<file path="config.mk">
export PLATFORM = sky130hd
export DESIGN_NAME = uart_rx_fifo
export DESIGN_NICKNAME = d
export VERILOG_FILES = /design/src/rtl/uart_rx_fifo.sv
export SDC_FILE = /design/constraint.sdc
export NUM_CORES = 1
export LEC_CHECK = 0
export ABC_AREA = 1
export ABC_CLOCK_PERIOD_IN_PS = 2900
export BUFFER_PORTS_ARGS = -buffer_cell sky130_fd_sc_hd__buf_2
export CORE_ASPECT_RATIO = 1.4
export CORE_MARGIN = 4
export CORE_UTILIZATION = 45
export CTS_CLUSTER_DIAMETER = 120
export DETAILED_ROUTE_END_ITERATION = 8
export MAX_ROUTING_LAYER = met4
export SYNTH_ARGS = -nofsm -noshare
export SYNTH_HDL_FRONTEND = slang
export SYNTH_SLANG_ARGS = --single-unit
</file>
<file path="constraint.sdc">
create_clock -name clk10mhz -period 2.9 [get_ports clk10mhz]
set_input_delay 0.145 -clock clk10mhz [delete_from_list [all_inputs] [get_ports clk10mhz]]
set_output_delay 0.145 -clock clk10mhz [all_outputs]
set_load 0.01 [all_outputs]
</file>
<file path="src/rtl/uart_rx_fifo.sv">
`default_nettype none
// ============================================================================
// Module   : uart_rx_fifo
// Purpose  : UART receiver (8N1, or 8E1 when UART_RX_PARITY_EN is defined)
//            for the 10 MHz / 115200 baud link. The serial input is
//            synchronised, sampled mid-bit with a clock-count divider, and
//            good bytes are pushed into a small show-ahead FIFO that is read
//            with a valid/read handshake.
// Ports    : clk10mhz   in   system clock, rising edge
//            rst        in   synchronous active-high reset
//            uRx        in   asynchronous serial input, idles high
//            rxData8    out  FIFO head byte (0 while empty)
//            rxValid    out  FIFO not empty
//            rxRead     in   pop head when rxValid=1
//            rxBusy     out  a frame is being received
//            frameErr   out  one-cycle pulse on bad stop (or parity) bit
//            rxOverflow out  sticky: good byte arrived with FIFO full
// Config   : `define UART_RX_PARITY_EN to build the 8E1 (even parity) variant.
// Revision : 1.0 - initial release
// ============================================================================
module uart_rx_fifo #(
  parameter int CLKS_PER_BIT = 87,
  parameter int FIFO_DEPTH   = 4
) (
  input  logic       clk10mhz,
  input  logic       rst,
  input  logic       uRx,
  output logic [7:0] rxData8,
  output logic       rxValid,
  input  logic       rxRead,
  output logic       rxBusy,
  output logic       frameErr,
  output logic       rxOverflow
);

  localparam int c_DIV_W = $clog2(CLKS_PER_BIT);
  localparam int c_PTR_W = $clog2(FIFO_DEPTH);
  // Start bit is checked near its middle; odd bit periods round the half up.
  localparam logic [c_DIV_W-1:0] c_HALF_CNT = c_DIV_W'((CLKS_PER_BIT - 1) / 2);
  localparam logic [c_DIV_W-1:0] c_FULL_CNT = c_DIV_W'(CLKS_PER_BIT - 1);
  localparam logic [c_DIV_W-1:0] c_DIV_ONE  = c_DIV_W'(1);
  localparam logic [c_PTR_W:0]   c_DEPTH    = (c_PTR_W + 1)'(FIFO_DEPTH);
  localparam logic [c_PTR_W:0]   c_CNT_ONE  = (c_PTR_W + 1)'(1);
  localparam logic [c_PTR_W-1:0] c_PTR_ONE  = c_PTR_W'(1);

  typedef enum logic [2:0] {
    S_IDLE   = 3'd0,
    S_START  = 3'd1,
    S_DATA   = 3'd2,
    S_STOP   = 3'd3,
    S_BREAK  = 3'd4
`ifdef UART_RX_PARITY_EN
    ,
    S_PARITY = 3'd5
`endif
  } state_t;

  // --------------------------------------------------------------------------
  // Receiver
  // --------------------------------------------------------------------------
  logic               rx_meta_q;
  logic               rxS_q;
  logic               rx_prev_q;
  state_t             state_q;
  logic [c_DIV_W-1:0] div_q;
  logic [2:0]         bit_cnt_q;
  logic [7:0]         shift_q;
  logic               frame_err_q;
`ifdef UART_RX_PARITY_EN
  logic               par_err_q;
`endif

  logic w_tick;
  logic w_push;

  assign w_tick = (div_q == c_FULL_CNT);

`ifdef UART_RX_PARITY_EN
  assign w_push = (state_q == S_STOP) && w_tick && rxS_q && !par_err_q;
`else
  assign w_push = (state_q == S_STOP) && w_tick && rxS_q;
`endif

  always_ff @(posedge clk10mhz) begin
    if (rst) begin
      rx_meta_q   <= 1'b1;
      rxS_q       <= 1'b1;
      rx_prev_q   <= 1'b1;
      state_q     <= S_IDLE;
      div_q       <= '0;
      bit_cnt_q   <= 3'd0;
      shift_q     <= 8'h00;
      frame_err_q <= 1'b0;
`ifdef UART_RX_PARITY_EN
      par_err_q   <= 1'b0;
`endif
    end else begin
      rx_meta_q   <= uRx;
      rxS_q       <= rx_meta_q;
      rx_prev_q   <= rxS_q;
      frame_err_q <= 1'b0;
      case (state_q)
        S_IDLE: begin
          div_q     <= '0;
          bit_cnt_q <= 3'd0;
`ifdef UART_RX_PARITY_EN
          par_err_q <= 1'b0;
`endif
          if (rx_prev_q && !rxS_q) begin
            state_q <= S_START;
          end
        end
        S_START: begin
          if (div_q == c_HALF_CNT) begin
            div_q   <= '0;
            // A line that is already high again was only a glitch.
            state_q <= rxS_q ? S_IDLE : S_DATA;
          end else begin
            div_q <= div_q + c_DIV_ONE;
          end
        end
        S_DATA: begin
          if (w_tick) begin
            div_q     <= '0;
            shift_q   <= {rxS_q, shift_q[7:1]};
            bit_cnt_q <= bit_cnt_q + 3'd1;
            if (bit_cnt_q == 3'd7) begin
`ifdef UART_RX_PARITY_EN
              state_q <= S_PARITY;
`else
              state_q <= S_STOP;
`endif
            end
          end else begin
            div_q <= div_q + c_DIV_ONE;
          end
        end
`ifdef UART_RX_PARITY_EN
        S_PARITY: begin
          if (w_tick) begin
            div_q     <= '0;
            par_err_q <= ^{shift_q, rxS_q};
            state_q   <= S_STOP;
          end else begin
            div_q <= div_q + c_DIV_ONE;
          end
        end
`endif
        S_STOP: begin
          if (w_tick) begin
            div_q <= '0;
            if (rxS_q) begin
              // Straight back to IDLE so a back-to-back start edge is seen.
              state_q <= S_IDLE;
`ifdef UART_RX_PARITY_EN
              frame_err_q <= par_err_q;
`endif
            end else begin
              frame_err_q <= 1'b1;
              state_q     <= S_BREAK;
            end
          end else begin
            div_q <= div_q + c_DIV_ONE;
          end
        end
        S_BREAK: begin
          // Hold here until the line is released so a stuck-low line
          // cannot produce a stream of bogus frames.
          if (rxS_q) begin
            state_q <= S_IDLE;
          end
        end
        default: begin
          state_q <= S_IDLE;
        end
      endcase
    end
  end

  // --------------------------------------------------------------------------
  // Show-ahead FIFO
  // --------------------------------------------------------------------------
  logic [7:0]         mem_q [FIFO_DEPTH];
  logic [c_PTR_W-1:0] wr_ptr_q, wr_ptr_d;
  logic [c_PTR_W-1:0] rd_ptr_q, rd_ptr_d;
  logic [c_PTR_W:0]   count_q, count_d;
  logic               ovf_q, ovf_d;

  logic w_pop;
  logic w_full;
  logic w_wr;

  always_comb begin
    w_pop    = rxRead && (count_q != '0);
    w_full   = (count_q == c_DEPTH);
    // A pop in the same cycle frees the slot the new byte needs.
    w_wr     = w_push && (!w_full || w_pop);
    wr_ptr_d = w_wr  ? (wr_ptr_q + c_PTR_ONE) : wr_ptr_q;
    rd_ptr_d = w_pop ? (rd_ptr_q + c_PTR_ONE) : rd_ptr_q;
    count_d  = count_q;
    if (w_wr && !w_pop) begin
      count_d = count_q + c_CNT_ONE;
    end else if (!w_wr && w_pop) begin
      count_d = count_q - c_CNT_ONE;
    end
    ovf_d = ovf_q | (w_push && w_full && !w_pop);
  end

  always_ff @(posedge clk10mhz) begin
    if (rst) begin
      wr_ptr_q <= '0;
      rd_ptr_q <= '0;
      count_q  <= '0;
      ovf_q    <= 1'b0;
    end else begin
      wr_ptr_q <= wr_ptr_d;
      rd_ptr_q <= rd_ptr_d;
      count_q  <= count_d;
      ovf_q    <= ovf_d;
    end
  end

  // Storage needs no reset: an entry is only visible after it is written.
  always_ff @(posedge clk10mhz) begin
    if (!rst && w_wr) begin
      mem_q[wr_ptr_q] <= shift_q;
    end
  end

  assign rxValid    = (count_q != '0);
  assign rxData8    = rxValid ? mem_q[rd_ptr_q] : 8'h00;
  assign rxBusy     = (state_q != S_IDLE);
  assign frameErr   = frame_err_q;
  assign rxOverflow = ovf_q;

endmodule
`default_nettype wire
</file>
# Yosys cells after proc, flatten, opt, wreduce, memory -nomap -nowiden

Memory sizes are Yosys's and may differ from the RTL's. A register that Yosys moved wholly into a read port is not among the register bits.
Cells that the tools add are included.

Output and inout port bits: 12
RAM bits: 32
Flip-flop bits (word level): 33
Bits of input ports: 4
Memories: 1

Reduce and logical (&&, ||, !) cells: 27
Add/subtract/negate cells: 6
Equal/unequal tests: 14
Multiplexer cells: 22
Bitwise gates (word level): 3

Memory list:

| name  | depth | bits a word | rd ports | clocked after memory_dff | write ports | line | source |
|---|---|---|---|---|---|---|---|
| mem_q | 4     | 8           | 1        | 1                        | 1           | 183  | `logic [7:0] mem_q [FIFO_DEPTH];` |

Operators by type and width:

| operator              | count |
|---|---|
| $mux W3               | 10 |
| $pmux W7 S3           | 1 |
| $pmux W3 S5           | 1 |
| $mux W7               | 2 |
| $ne A2 B2 Y1 const B  | 6 |
| $logic_and A1 B1 Y1   | 10 |
| $eq A3 B3 Y1 const B  | 3 |
| $reduce_bool A3 Y1    | 3 |
| $mux W8               | 1 |
| $add A7 B1 Y7 const B | 1 |
| $eq A7 B6 Y1 const B  | 1 |
| $eq A7 B7 Y1 const B  | 1 |
| $add A3 B1 Y3 const B | 2 |
| $eq A3 B2 Y1 const B  | 2 |
| $mux W2               | 3 |
| $pmux W3 S2           | 1 |
| $reduce_and A6 Y1     | 1 |
| $logic_not A1 Y1      | 5 |
| $add A2 B1 Y2 const B | 2 |
| $reduce_and A2 Y1     | 2 |
| $reduce_bool A2 Y1    | 2 |
| $eq A3 B1 Y1 const B  | 1 |
| $logic_not A3 Y1      | 1 |
| $mux W1               | 3 |
| 6 further kinds       | 7 |

# Depth between registers and ports, before layout

Gate-level depths: netlist of run 1.

Depth after elaboration: 8
Depth in mapped cells: 15

# Least setup slack after synthesis of run 1

Ideal clock, no wire load.

Path type: register to register
Start point: register div_q[0]
End point: register count_q[2]
Path slack: 0.819 ns
Setup time: 0.122 ns
Arrival time: 1.959 ns
Path buffers: 0
Cell stages (with the launch flop): 16
Data required time: 2.778 ns
Clock period less this slack: 2.081 ns
Cell sequence: dfxtp_1 inv_1 ha_1 inv_1 nor2_1 nand3_1 inv_1 nand3_2 inv_2 ha_1 inv_1 fa_1 a21oi_1 o21ai_0 o21ai_0 a21oi_1

Longest elaborated chain between the ends: 7
Elaborated cells on any way between the ends: 9

RTL lines:

| element                               | line | source |
|---|---|---|
| start, declared                       | 65   | `logic [c_DIV_W-1:0] div_q;` |
| start signal, assigned                | 119  | `div_q <= div_q + c_DIV_ONE;` |
| start signal, assigned                | 135  | `div_q <= div_q + c_DIV_ONE;` |
| start signal, assigned                | 163  | `div_q <= div_q + c_DIV_ONE;` |
| $eq A7 B7 Y1 (*)                      | 76   | `assign w_tick = (div_q == c_FULL_CNT);` |
| $logic_and A1 B1 Y1 (*) (2 in series) | 81   | `assign w_push = (state_q == S_STOP) && w_tick && rxS_q;` |
| $logic_and A1 B1 Y1 (*)               | 197  | `w_wr = w_push && (!w_full \|\| w_pop);` |
| $logic_not A1 Y1                      | 203  | `end else if (!w_wr && w_pop) begin` |
| $logic_and A1 B1 Y1                   | 203  |  |
| $reduce_bool A2 Y1 (no line)          | --   |  |
| end signal, assigned                  | 218  | `count_q <= count_d;` |
| end, declared                         | 186  | `logic [c_PTR_W:0] count_q, count_d;` |

Every way passes the cells marked *; elsewhere a longest branch is shown, timed or not.
A chain may end at the register's enable or synchronous reset.

# Worst setup path after layout of run 1

Same ends and word-level chain as after synthesis.

==> results of run 1 <==
## cell type report
type	instances	area (um^2)
Tap cell	72	90.1
Fill cell	590	2980
Clock inverter	7	76.3
Multi-Input combinational cell	201	1020
Sequential cell	67	1660
Timing Repair Buffer	21	123
Inverter	36	135
Clock buffer	9	124
## timing repair
action | in CTS | in global routing
hold endpoints to repair | 1 | 0
resized for setup | 0 | 0
hold buffers | 1 | 0
## per-stage QoR
stage	total power (W)	setup slack (ns)	cells	util (%)
3_5_place_dp	0.00188	0.632	396	48.6
5_1_grt	0.00283	0.399	413	52.0
2_1_floorplan	0.00167	0.819	312	-
4_1_cts	0.00267	0.613	413	52.0
6_report	0.00263	0.619	413	52.0
3_3_place_gp	0.00187	0.708	396	48.6
## synth_stat cells, types with 2 or more instances
library cell               instances
sky130_fd_sc_hd__buf_2             3
sky130_fd_sc_hd__nand2_1          27
sky130_fd_sc_hd__nor2_2            2
sky130_fd_sc_hd__o21bai_1          2
sky130_fd_sc_hd__nand2_2           3
sky130_fd_sc_hd__inv_2             4
sky130_fd_sc_hd__dfxtp_1          35
sky130_fd_sc_hd__xor2_1            4
sky130_fd_sc_hd__nor2_1           78
sky130_fd_sc_hd__ha_1              9
sky130_fd_sc_hd__or2_2             2
sky130_fd_sc_hd__clkbuf_1          4
sky130_fd_sc_hd__nand3_2           2
sky130_fd_sc_hd__edfxtp_1         32
sky130_fd_sc_hd__inv_1            32
sky130_fd_sc_hd__a21oi_1          20
sky130_fd_sc_hd__nand4_1           3
sky130_fd_sc_hd__o21ai_0          33
sky130_fd_sc_hd__nor3_1            3
sky130_fd_sc_hd__nand3_1           7
## registers in the layout, summed over array words and instances (netlist names), named ones only
signal / count
bit_cnt_q: 3
count_q: 3
div_q: 7
frameErr: 1
mem_q: 32
rd_ptr_q: 2
rxOverflow: 1
rxS_q: 1
rx_meta_q: 1
rx_prev_q: 1
shift_q: 8
state_q: 3
wr_ptr_q: 2
## cell usage in the layout (no fill, tap or decap)
| cell type | Yosys | final |
|---|---|---|
| sky130_fd_sc_hd__nor2_1 | 78 | 78 |
| sky130_fd_sc_hd__dfxtp_1 | 35 | 35 |
| sky130_fd_sc_hd__o21ai_0 | 33 | 33 |
| sky130_fd_sc_hd__inv_1 | 32 | 32 |
| sky130_fd_sc_hd__edfxtp_1 | 32 | 32 |
| sky130_fd_sc_hd__nand2_1 | 27 | 27 |
| sky130_fd_sc_hd__a21oi_1 | 20 | 20 |
| sky130_fd_sc_hd__buf_2 | 3 | 15 |
| sky130_fd_sc_hd__ha_1 | 9 | 9 |
| sky130_fd_sc_hd__clkbuf_8 | 0 | 9 |
| sky130_fd_sc_hd__nand3_1 | 7 | 7 |
| sky130_fd_sc_hd__buf_4 | 0 | 5 |
| sky130_fd_sc_hd__inv_2 | 4 | 4 |
| sky130_fd_sc_hd__xor2_1 | 4 | 4 |
| sky130_fd_sc_hd__nand4_1 | 3 | 3 |
| sky130_fd_sc_hd__nand2_2 | 3 | 3 |
| sky130_fd_sc_hd__nor3_1 | 3 | 3 |
| sky130_fd_sc_hd__nor2_2 | 2 | 2 |
| sky130_fd_sc_hd__nand3_2 | 2 | 2 |
| sky130_fd_sc_hd__o21bai_1 | 2 | 2 |
| sky130_fd_sc_hd__or2_2 | 2 | 2 |
| sky130_fd_sc_hd__inv_6 | 0 | 2 |
| sky130_fd_sc_hd__clkinvlp_4 | 0 | 2 |
| sky130_fd_sc_hd__nor3_4 | 1 | 1 |
| sky130_fd_sc_hd__o21a_1 | 1 | 1 |
| sky130_fd_sc_hd__or2_1 | 1 | 1 |
| sky130_fd_sc_hd__nand3b_1 | 1 | 1 |
| sky130_fd_sc_hd__o211ai_1 | 1 | 1 |
| sky130_fd_sc_hd__fa_1 | 1 | 1 |
| sky130_fd_sc_hd__clkinv_2 | 0 | 1 |
| sky130_fd_sc_hd__clkinv_4 | 0 | 1 |
| sky130_fd_sc_hd__bufinv_16 | 0 | 1 |
| sky130_fd_sc_hd__dlygate4sd3_1 | 0 | 1 |
## final timing paths
| check | endpoint | slack, ns | cells past startpoint |
|---|---|---|---|
| max reg2reg | count_q[2] | 0.62 | 15 |
| min reg2reg | rxS_q | 0.42 | 1 |
| min | bit_cnt_q[1] | 0.1 | 2 |
| max | count_q[2] | 0.62 | 15 |
## power by group through the flow
stage	Clock [W]	Sequential [W]	Combinational (W)
2_1_floorplan	0	0.00113	0.000541
3_3_place_gp	0	0.00118	0.000694
3_5_place_dp	0	0.00118	0.000705
4_1_cts	0.000797	0.00116	0.000710
5_1_grt	0.000839	0.00117	0.000814
6_report	0.000782	0.00116	0.000694
## kinds of logic after synthesis
logic type                 after synthesis
and+or+nand+nor                        130
DFF                                     67
AOI/OAI and AO/OA                       57
buffers and inverters                   44
adders and majority gates               10
xor gates and xnor gates                 4
## worst max-delay path: stages, from the launching register on
cell and delay (ns):
sky130_fd_sc_hd__dfxtp_1 0.35, sky130_fd_sc_hd__inv_1 0.07, sky130_fd_sc_hd__ha_1 0.13, sky130_fd_sc_hd__inv_1 0.03, sky130_fd_sc_hd__nor2_1 0.07, sky130_fd_sc_hd__nand3_1 0.16, sky130_fd_sc_hd__inv_1 0.12, sky130_fd_sc_hd__nand3_2 0.09
sky130_fd_sc_hd__inv_2 0.09, sky130_fd_sc_hd__ha_1 0.14, sky130_fd_sc_hd__inv_1 0.06, sky130_fd_sc_hd__fa_1 0.37, sky130_fd_sc_hd__a21oi_1 0.14, sky130_fd_sc_hd__o21ai_0 0.11, sky130_fd_sc_hd__o21ai_0 0.17, sky130_fd_sc_hd__a21oi_1 0.05
## per-layer routing
layer / vias to the layer above / GRT usage [%] / part of all wire (%)
li1: 1069 / - / -
met1: 951 / 18.1 / 45
met2: 29 / 25.3 / 50
met3: 9 / 2.66 / 3.0
met4: 0 / 8.08 / 1.6
met5: - / - / 0
==> summary.txt, run 1 <==
Worst setup path
  • Element type at the critical path start: flip-flop
  • Largest fanout on the critical path: 5
  • Endpoint required time on the critical path: 3.12 ns
  • Worst setup path category: reg2reg
  • Sort of element at the end of the critical path: flip-flop
  • Reg-to-reg startpoint: div_q[0]
  • CP Launch Point: div_q[0]
  • Arrival time at the worst endpoint: 2.51 ns

Floorplan
  • Total die area: 7710 um^2
  • Initial standard-cell utilization of the core: 46.0%
  • Die Height: 102 um
  • Standard cell core area: 6210 um^2
  • # IOs: 16
  • Width of the die: 75.4 um
  • Row count: 34

Yosys
  • Portion of netlist area occupied by mux cells: 0%
  • Dominant combinational cell family by area after synthesis: simple AND/OR/NAND/NOR gates
  • Synthesized-area fraction occupied by adder cells: 4.64%
  • Simple-gate area share of the yosys netlist: 19.5%
  • Synthesized Nets: 326
  • Ys async rst share: 0%
  • Unique masters post-synth: 27
  • Sequential share of the synthesized area: 58.1%
  • Fraction of the mapped netlist area in compound gates: 10.3%
  • Mapped Avg Cell Area: 9.16 um^2
  • Cell type with the largest total area after synthesis: sky130_fd_sc_hd__edfxtp_1
  • Leading cell types by total area after synthesis: sky130_fd_sc_hd__edfxtp_1 (34%), sky130_fd_sc_hd__dfxtp_1 (25%), sky130_fd_sc_hd__nor2_1 (10%)
  • Number of warnings issued by yosys: 0
  • Synth top area share: 33.6%
  • Synthesized flop and latch total: 67
  • Mapped Area: 2860 um^2
  • Post-synth EDFFs: 32
  • Primary flip-flop cell chosen by synthesis mapping: sky130_fd_sc_hd__dfxtp_1
  • XOR/XNOR share of the synthesized area: 1.23%
  • Synthesized instance count: 312

Drt
  • Via total after detailed routing: 2058
  • Detailed Route WL: 5.25 mm
  • Violation count after the first detailed-routing iteration: 132
  • Detail Route Antenna Nets: 0
  • Vias per cell: 4.98
  • WL/cell: 12.7 um
  • First-pass DRT Iterations: 4
  • DR DRC count: 0

Clock tree
  • Post-CTS Repair Setup Buffers: 0
  • Clock root buffer: sky130_fd_sc_hd__clkbuf_8
  • Clock slew seen by the registers of the worst setup and hold paths: 0.08 ns
  • Clock latency on the worst-skew pair: 0.34 ns
  • Clock buffers created by TritonCTS: 9
  • Sinks on Clock Net: 67
  • TritonCTS clock tree: yes
  • H-tree lvl count: 3
  • Buffer levels on the longest clock path: 2

Power and ir drop
  • Power Density: 816 nW/um^2
  • Combinational power share: 26.4%
  • VDD IR-drop max: 0.000548 V
  • Power share of the clock group: 29.7%
  • Leak Pwr: 1.42 nW
  • P_int: 0.00171 W
  • Net switching power: 0.000926 W
  • Net switching share of the total power: 35.2%
  • Part of the power in registers: 44.0%

STA
  • Final Cycle Share: 78.7%
  • Worst slew margin relative to its limit: 53.4%
  • Final-layout setup total negative slack: 0 ns
  • Final hold vios: 0
  • Setup-violating endpoint count in the final report: 0
  • Tightest Pin Transition: 0.698 ns
  • Min Clock Period, post-route: 2.28 ns
  • Setup repair after global routing missed its margin: no
  • Peak Freq: 438 MHz
  • Pins over their slew limit: 0
  • Final Skew: 0.00710 ns
  • Hold Worst Slack: 0.0961 ns

Place
  • Last weighted congestion value of the routability-driven placer: 0.827
  • Port-buffer cells: 15
  • Post-placement cell area: 3020 um^2
  • HPWL after detailed placement: 3.54 mm

Min path
  • Path category of the worst min-delay check: in2reg
  • Startpoint of the most critical hold path: rst

Layout
  • Signed area change from the synthesized netlist to the final layout: 13.0%
  • Net count reported at finish: 350
  • Fraction of layout cells with a size suffix above 1: 14.7%
  • Count of antenna diodes in the layout: 0
  • Non-Filler Cell Area, Final: 3230 um^2

GRT
  • Overall routing resource usage: 15.6%
  • Largest net degree at the start of global routing: 24
  • Global-route wire length before repair: 8.74 mm
  • Number of antenna violations at the first check in global routing: 0
  • Vias in the first global route: 1886
  • Grt total ovfl: 0

Status
  • Outcome: complete, no violations

Run
  • Max-cap viol count: 0
Power figures use the tool's default switching activity.
==> run 2: changes to the inputs <==
ABC_CLOCK_PERIOD_IN_PS = 2330   (was 2900)
clock period = 2.33 ns   (was 2.9 ns; I/O delays follow)
==> summary.txt, run 2 (synthesized netlist as in run 1, its figures left out) <==
Status
  • Outcome: complete, no violations (unchanged)

Layout
  • Net count reported at finish: 355 (was 350)
  • Max reg flops: 32 (unchanged)
  • Regs by FF count: mem_q: 32 flops, shift_q: 8 flops, div_q: 7 flops (unchanged)
  • Commonest cells after routing, fill and taps aside: sky130_fd_sc_hd__nor2_1 (78), sky130_fd_sc_hd__dfxtp_1 (33), sky130_fd_sc_hd__edfxtp_1 (32), sky130_fd_sc_hd__inv_1 (31), sky130_fd_sc_hd__o21ai_0 (31) (was sky130_fd_sc_hd__nor2_1 (78), sky130_fd_sc_hd__dfxtp_1 (35), sky130_fd_sc_hd__o21ai_0 (33), sky130_fd_sc_hd__inv_1 (32), sky130_fd_sc_hd__edfxtp_1 (32))
  • Fraction of layout cells with a size suffix above 1: 16.8% (was 14.7%)
  • Non-Filler Cell Area, Final: 3290 um^2 (was 3230 um^2)
  • Most frequent standard cell in the layout excluding fill and tap cells: sky130_fd_sc_hd__nor2_1 (unchanged)
  • Count of antenna diodes in the layout: 0 (unchanged)
  • Register bank with the most flops: mem_q (unchanged)
  • Signed area change from the synthesized netlist to the final layout: 15.2% (was 13.0%)

Clock tree
  • Clock buffers created by TritonCTS: 9 (unchanged)
  • Clock latency on the worst-skew pair: 0.33 ns (was 0.34 ns)
  • H-tree lvl count: 3 (unchanged)
  • Buffer levels on the longest clock path: 2 (unchanged)
  • Sinks on Clock Net: 67 (unchanged)
  • Clock root buffer: sky130_fd_sc_hd__clkbuf_8 (unchanged)
  • Clock slew seen by the registers of the worst setup and hold paths: 0.07 ns (was 0.08 ns)
  • TritonCTS clock tree: yes (unchanged)

STA
  • Hold Worst Slack: 0.0753 ns (was 0.0961 ns)
  • Setup-violating endpoint count in the final report: 0 (unchanged)
  • Worst slew margin relative to its limit: 58.1% (was 53.4%)
  • Pins over their slew limit: 0 (unchanged)
  • Tightest Pin Transition: 0.628 ns (was 0.698 ns)
  • Final hold vios: 0 (unchanged)
  • Final-layout setup total negative slack: 0 ns (unchanged)
  • Final Skew: 0.00822 ns (was 0.00710 ns)
  • Peak Freq: 477 MHz (was 438 MHz)
  • Final Cycle Share: 90.0% (was 78.7%)
  • Min Clock Period, post-route: 2.10 ns (was 2.28 ns)

Drt
  • First-pass DRT Iterations: 4 (unchanged)
  • WL/cell: 12.5 um (was 12.7 um)
  • Via total after detailed routing: 2050 (was 2058)
  • Violation count after the first detailed-routing iteration: 130 (was 132)
  • Detailed Route WL: 5.22 mm (was 5.25 mm)
  • Vias per cell: 4.90 (was 4.98)
  • DR DRC count: 0 (unchanged)
  • Detail Route Antenna Nets: 0 (unchanged)

Place
  • Port-buffer cells: 15 (unchanged)
  • HPWL after detailed placement: 3.75 mm (was 3.54 mm)
  • Last weighted congestion value of the routability-driven placer: 0.806 (was 0.827)
  • Post-placement cell area: 3040 um^2 (was 3020 um^2)

Power and ir drop
  • Leak Pwr: 1.45 nW (was 1.42 nW)
  • Part of the power in registers: 42.9% (was 44.0%)
  • Net switching power: 0.00110 W (was 0.000926 W)
  • Post-layout total power: 0.00336 W (was 0.00263 W)
  • P_int: 0.00226 W (was 0.00171 W)
  • Power Density: 1020 nW/um^2 (was 816 nW/um^2)
  • Power share of the clock group: 31.3% (was 29.7%)
  • Net switching share of the total power: 32.7% (was 35.2%)
  • VDD IR-drop max: 0.000490 V (was 0.000548 V)
  • Combinational power share: 25.8% (was 26.4%)

Worst setup path
  • Cell count along the critical path: 13 (was 15)
  • Crit-path slowest cell: sky130_fd_sc_hd__dfxtp_1 (was sky130_fd_sc_hd__fa_1)
  • Sort of element at the end of the critical path: flip-flop (unchanged)
  • Reg2Reg Depth: 13 (was 15)
  • Number of buffers and inverters on the critical path: 3 (was 5)
  • CP peak stage delay: 0.39 ns (was 0.37 ns)
  • Arrival time at the worst endpoint: 2.32 ns (was 2.51 ns)
  • Cell family with the largest share of critical-path delay: adder cells (unchanged)
  • Element type at the critical path start: flip-flop (unchanged)
  • Worst setup path category: reg2reg (unchanged)
  • Endpoint required time on the critical path: 2.55 ns (was 3.12 ns)
  • Cell breakdown of the critical path: inv_1 -> nor2_1 -> nand2_1 -> nor2_2 -> nand3_2 -> inv_2 -> ha_1 -> inv_1 -> fa_1 -> a21oi_1 -> o21ai_1 -> o21ai_1 -> a21oi_1 (was inv_1 -> ha_1 -> inv_1 -> nor2_1 -> nand3_1 -> inv_1 -> nand3_2 -> inv_2 -> ha_1 -> inv_1 -> fa_1 -> a21oi_1 -> o21ai_0 -> o21ai_0 -> a21oi_1)
  • Largest fanout on the critical path: 5 (unchanged)

Min path
  • Cells on Worst Hold Path: 2 (unchanged)
  • Path category of the worst min-delay check: in2reg (unchanged)

Floorplan
  • Total die area: 7710 um^2 (unchanged)
  • Initial standard-cell utilization of the core: 46.0% (unchanged)
  • Row count: 34 (unchanged)
  • Width of the die: 75.4 um (unchanged)
  • Standard cell core area: 6210 um^2 (unchanged)
  • # IOs: 16 (unchanged)
  • Die Height: 102 um (unchanged)

GRT
  • Vias in the first global route: 1992 (was 1886)
  • Grt total ovfl: 0 (unchanged)
  • Global-route wire length before repair: 8.96 mm (was 8.74 mm)
  • Number of antenna violations at the first check in global routing: 0 (unchanged)
  • Overall routing resource usage: 15.8% (was 15.6%)
  • Largest net degree at the start of global routing: 19 (was 24)

Run
  • Max-cap viol count: 0 (unchanged)
==> run 2: cell types whose count changed in the layout (fill, tap and decap cells not counted), moves of 2 or more <==
cell	change
sky130_fd_sc_hd__dfxtp_1	-2
sky130_fd_sc_hd__inv_6	-2
sky130_fd_sc_hd__dfxtp_2	+2
sky130_fd_sc_hd__o21ai_1	+2
sky130_fd_sc_hd__buf_4	+5
sky130_fd_sc_hd__o21ai_0	-2
==> run 2: worst paths after layout <==
| kind | startpoint | to | slack [ns] |
|---|---|---|---|
| max | state_q[1] | count_q[2] | 0.23 |
| min | rst | bit_cnt_q[2] | 0.08 |
| max reg2reg | state_q[1] | count_q[2] | 0.23 |
| min reg2reg | rx_meta_q | rxS_q | 0.41 |
==> run 2: routing by layer <==
metal / up-vias / track usage, % / share of wire (%)
li1: 1082 / - / -
met4: 0 / 6.46 / 1.4
met1: 938 / 16.9 / 43
met2: 24 / 27.2 / 53
met5: - / - / 0
met3: 6 / 3.84 / 2.8
==> run 2: worst reg2reg max path: stages, from the launching register on <==
cell and delay [ns]:
sky130_fd_sc_hd__dfxtp_1 0.39, sky130_fd_sc_hd__inv_1 0.07, sky130_fd_sc_hd__nor2_1 0.12, sky130_fd_sc_hd__nand2_1 0.11
sky130_fd_sc_hd__nor2_2 0.13, sky130_fd_sc_hd__nand3_2 0.11, sky130_fd_sc_hd__inv_2 0.08, sky130_fd_sc_hd__ha_1 0.13
sky130_fd_sc_hd__inv_1 0.06, sky130_fd_sc_hd__fa_1 0.38, sky130_fd_sc_hd__a21oi_1 0.15, sky130_fd_sc_hd__o21ai_1 0.09
sky130_fd_sc_hd__o21ai_1 0.12, sky130_fd_sc_hd__a21oi_1 0.05
==> run 2: area by class of cell <==
class	instances	area [um^2]
Sequential cell	67	1660
Clock buffer	11	141
Clock inverter	5	77.6
Multi-Input combinational cell	201	1020
Fill cell	587	2920
Tap cell	72	90.1
Inverter	36	135
Timing Repair Buffer	26	160
==> run 2: repair_timing <==
action,in CTS,in global routing
setup buffers,0,2
resized for setup,0,6
hold buffers,1,0
endpoints found under the hold margin,1,0
endpoints found under the setup margin,0,1
==> run 2: through the flow <==
stage	std cells	utilization [%]	setup slack [ns]
2_1_floorplan	312	-	0.249
3_3_place_gp	399	49.0	0.244
3_5_place_dp	399	49.0	0.162
4_1_cts	416	52.7	0.143
5_1_grt	418	53.0	-0.0201
6_report	418	53.0	0.233
==> run 2: power groups by stage <==
stage | combinational, W | sequential, W | clock (W)
after floorplan | 0.000674 | 0.00140 | 0
after global placement | 0.000862 | 0.00146 | 0
after detailed placement | 0.000878 | 0.00147 | 0
after CTS | 0.000883 | 0.00144 | 0.00108
after global routing | 0.00101 | 0.00146 | 0.00112
final | 0.000866 | 0.00144 | 0.00105
==> run 3: changes to the inputs <==
REMOVE_ABC_BUFFERS = 1   (was unset)
==> summary.txt, run 3 (synthesized netlist as in run 1, its figures left out) <==
Clock tree
  • Clock buffers created by TritonCTS: 9 (unchanged)
  • TritonCTS clock tree: yes (unchanged)
  • Buffer levels on the longest clock path: 2 (unchanged)
  • Clock slew seen by the registers of the worst setup and hold paths: 0.08 ns (was 0.07 ns)
  • Sinks on Clock Net: 67 (unchanged)
  • H-tree lvl count: 3 (unchanged)
  • Clock root buffer: sky130_fd_sc_hd__clkbuf_8 (unchanged)
  • Clock latency on the worst-skew pair: 0.33 ns (about the same)

Layout
  • Register bank with the most flops: mem_q (unchanged)
  • Most frequent standard cell in the layout excluding fill and tap cells: sky130_fd_sc_hd__nor2_1 (unchanged)
  • Signed area change from the synthesized netlist to the final layout: 15.6% (was 15.2%)
  • Max reg flops: 32 (unchanged)
  • Net count reported at finish: 358 (was 355)
  • Area used by multi-input combinational logic: 1040 um^2 (was 1020 um^2)
  • Commonest cells after routing, fill and taps aside: sky130_fd_sc_hd__nor2_1 (78), sky130_fd_sc_hd__dfxtp_1 (32), sky130_fd_sc_hd__edfxtp_1 (32), sky130_fd_sc_hd__o21ai_0 (31), sky130_fd_sc_hd__inv_1 (29) (was sky130_fd_sc_hd__nor2_1 (78), sky130_fd_sc_hd__dfxtp_1 (33), sky130_fd_sc_hd__edfxtp_1 (32), sky130_fd_sc_hd__inv_1 (31), sky130_fd_sc_hd__o21ai_0 (31))
  • Fraction of layout cells with a size suffix above 1: 19.5% (was 16.8%)
  • Count of antenna diodes in the layout: 0 (unchanged)
  • Sequential cell area: 1670 um^2 (was 1660 um^2)
  • FILL cells: 595 (was 587)
  • Regs by FF count: mem_q: 32 flops, shift_q: 8 flops, div_q: 7 flops (unchanged)

Place
  • Last weighted congestion value of the routability-driven placer: 0.889 (was 0.806)
  • Place WS: 0.103 ns (was 0.162 ns)
  • HPWL after detailed placement: 3.62 mm (was 3.75 mm)
  • Port-buffer cells: 15 (unchanged)

STA
  • Setup-violating endpoint count in the final report: 0 (unchanged)
  • Tightest Pin Transition: 0.490 ns (was 0.628 ns)
  • Worst slew margin relative to its limit: 67.3% (was 58.1%)
  • Setup slack of the critical path after layout: 0.192 ns (was 0.233 ns)
  • Min Clock Period, post-route: 2.14 ns (was 2.10 ns)
  • Peak Freq: 468 MHz (was 477 MHz)
  • Pins over their slew limit: 0 (unchanged)
  • Final Skew: 0.00653 ns (was 0.00822 ns)
  • Final hold vios: 0 (unchanged)
  • Final Cycle Share: 91.8% (was 90.0%)

Power and ir drop
  • Power Density: 989 nW/um^2 (was 1020 nW/um^2)
  • VDD IR-drop max: 0.000592 V (was 0.000490 V)
  • Leak Pwr: 1.44 nW (was 1.45 nW)
  • Post-layout total power: 0.00327 W (was 0.00336 W)

Drt
  • First-pass DRT Iterations: 4 (unchanged)
  • Vias per cell: 4.97 (was 4.90)
  • Via total after detailed routing: 2093 (was 2050)
  • Detailed Route WL: 5.43 mm (was 5.22 mm)
  • DR DRC count: 0 (unchanged)
  • Violation count after the first detailed-routing iteration: 87 (was 130)
  • Detail Route Antenna Nets: 0 (unchanged)
  • WL/cell: 12.9 um (was 12.5 um)

Worst setup path
  • Worst setup path category: reg2reg (unchanged)
  • Largest fanout on the critical path: 4 (was 5)
  • Element type at the critical path start: flip-flop (unchanged)
  • Arrival time at the worst endpoint: 2.36 ns (was 2.32 ns)
  • Endpoint required time on the critical path: 2.55 ns (about the same)
  • Sort of element at the end of the critical path: flip-flop (unchanged)

Min path
  • Path category of the worst min-delay check: in2reg (unchanged)

GRT
  • Overall routing resource usage: 16.3% (was 15.8%)
  • Grt total ovfl: 0 (unchanged)
  • Number of antenna violations at the first check in global routing: 0 (unchanged)
  • Vias in the first global route: 2022 (was 1992)
  • Global-route wire length before repair: 9.18 mm (was 8.96 mm)
  • Largest net degree at the start of global routing: 23 (was 19)

Floorplan
  • Initial standard-cell utilization of the core: 46.0% (unchanged)
  • Total die area: 7710 um^2 (unchanged)
  • Row count: 34 (unchanged)
  • Standard cell core area: 6210 um^2 (unchanged)
  • Width of the die: 75.4 um (unchanged)
  • # IOs: 16 (unchanged)
  • Die Height: 102 um (unchanged)

Status
  • Outcome: complete, no violations (unchanged)

Run
  • Max-cap viol count: 0 (unchanged)
==> run 3: worst paths after layout <==
check | cells after the start | to | startpoint | slack [ns]
worst max-delay path | 15 | count_q[2] | div_q[0] | 0.19
worst min-delay path | 2 | bit_cnt_q[1] | rst | 0.08
worst max register to register | 15 | count_q[2] | div_q[0] | 0.19
worst min register to register | 1 | rxS_q | rx_meta_q | 0.41
==> run 3: timing repair <==
| item | 4_1_cts | 5_1_grt |
|---|---|---|
| resized for setup | 0 | 15 |
| hold endpoints to repair | 1 | 0 |
| setup buffers | 0 | 2 |
| setup endpoints to repair | 0 | 1 |
| hold buffers | 1 | 0 |
==> run 3: routing by layer <==
layer / vias up / track usage (%) / share of wire [%]
met5: - / - / 0
met4: 0 / 6.59 / 1.8
met3: 9 / 3.84 / 2.8
met2: 32 / 28.1 / 53
met1: 965 / 17.8 / 43
li1: 1087 / - / -
==> run 3: area by class of cell <==
type	instances	share of cell area [%]
Clock buffer	10	4.17
Tap cell	72	2.73
Multi-Input combinational cell	201	31.5
Inverter	36	4.17
Sequential cell	67	50.5
Timing Repair Buffer	29	5.53
Clock inverter	6	1.48
==> run 3: worst max-delay path, stage by stage, from the launching register on <==
cell and delay, ns:
sky130_fd_sc_hd__dfxtp_4 0.36, sky130_fd_sc_hd__inv_2 0.04, sky130_fd_sc_hd__ha_1 0.13, sky130_fd_sc_hd__inv_1 0.04
sky130_fd_sc_hd__nor2_1 0.07, sky130_fd_sc_hd__nand3_1 0.13, sky130_fd_sc_hd__inv_2 0.10, sky130_fd_sc_hd__nand3_4 0.08
sky130_fd_sc_hd__inv_4 0.08, sky130_fd_sc_hd__ha_2 0.16, sky130_fd_sc_hd__inv_2 0.06, sky130_fd_sc_hd__fa_2 0.38
sky130_fd_sc_hd__a21oi_2 0.15, sky130_fd_sc_hd__o21ai_2 0.07, sky130_fd_sc_hd__o21ai_1 0.12, sky130_fd_sc_hd__a21oi_1 0.05
==> run 3: metrics by stage <==
| step | cells | util (%) | setup TNS [ns] | area, um^2 | hold WS [ns] |
|---|---|---|---|---|---|
| after floorplan | 304 | - | 0 | 2820 | 0.186 |
| after detailed placement | 402 | 49.3 | 0 | 3060 | 0.304 |
| final | 421 | 53.2 | 0 | 3300 | 0.0844 |
| after global placement | 402 | 49.3 | 0 | 3060 | 0.301 |
| after CTS | 419 | 52.5 | 0 | 3260 | 0.0666 |
| after global routing | 421 | 53.2 | -0.00415 | 3300 | 0.0913 |
==> run 3: power breakdown <==
part	switching [W]	internal [W]	total [W]
Sequential	0.000108	0.00131	0.00142
Combinational	0.000599	0.000368	0.000967
Clock	0.000459	0.000424	0.000883
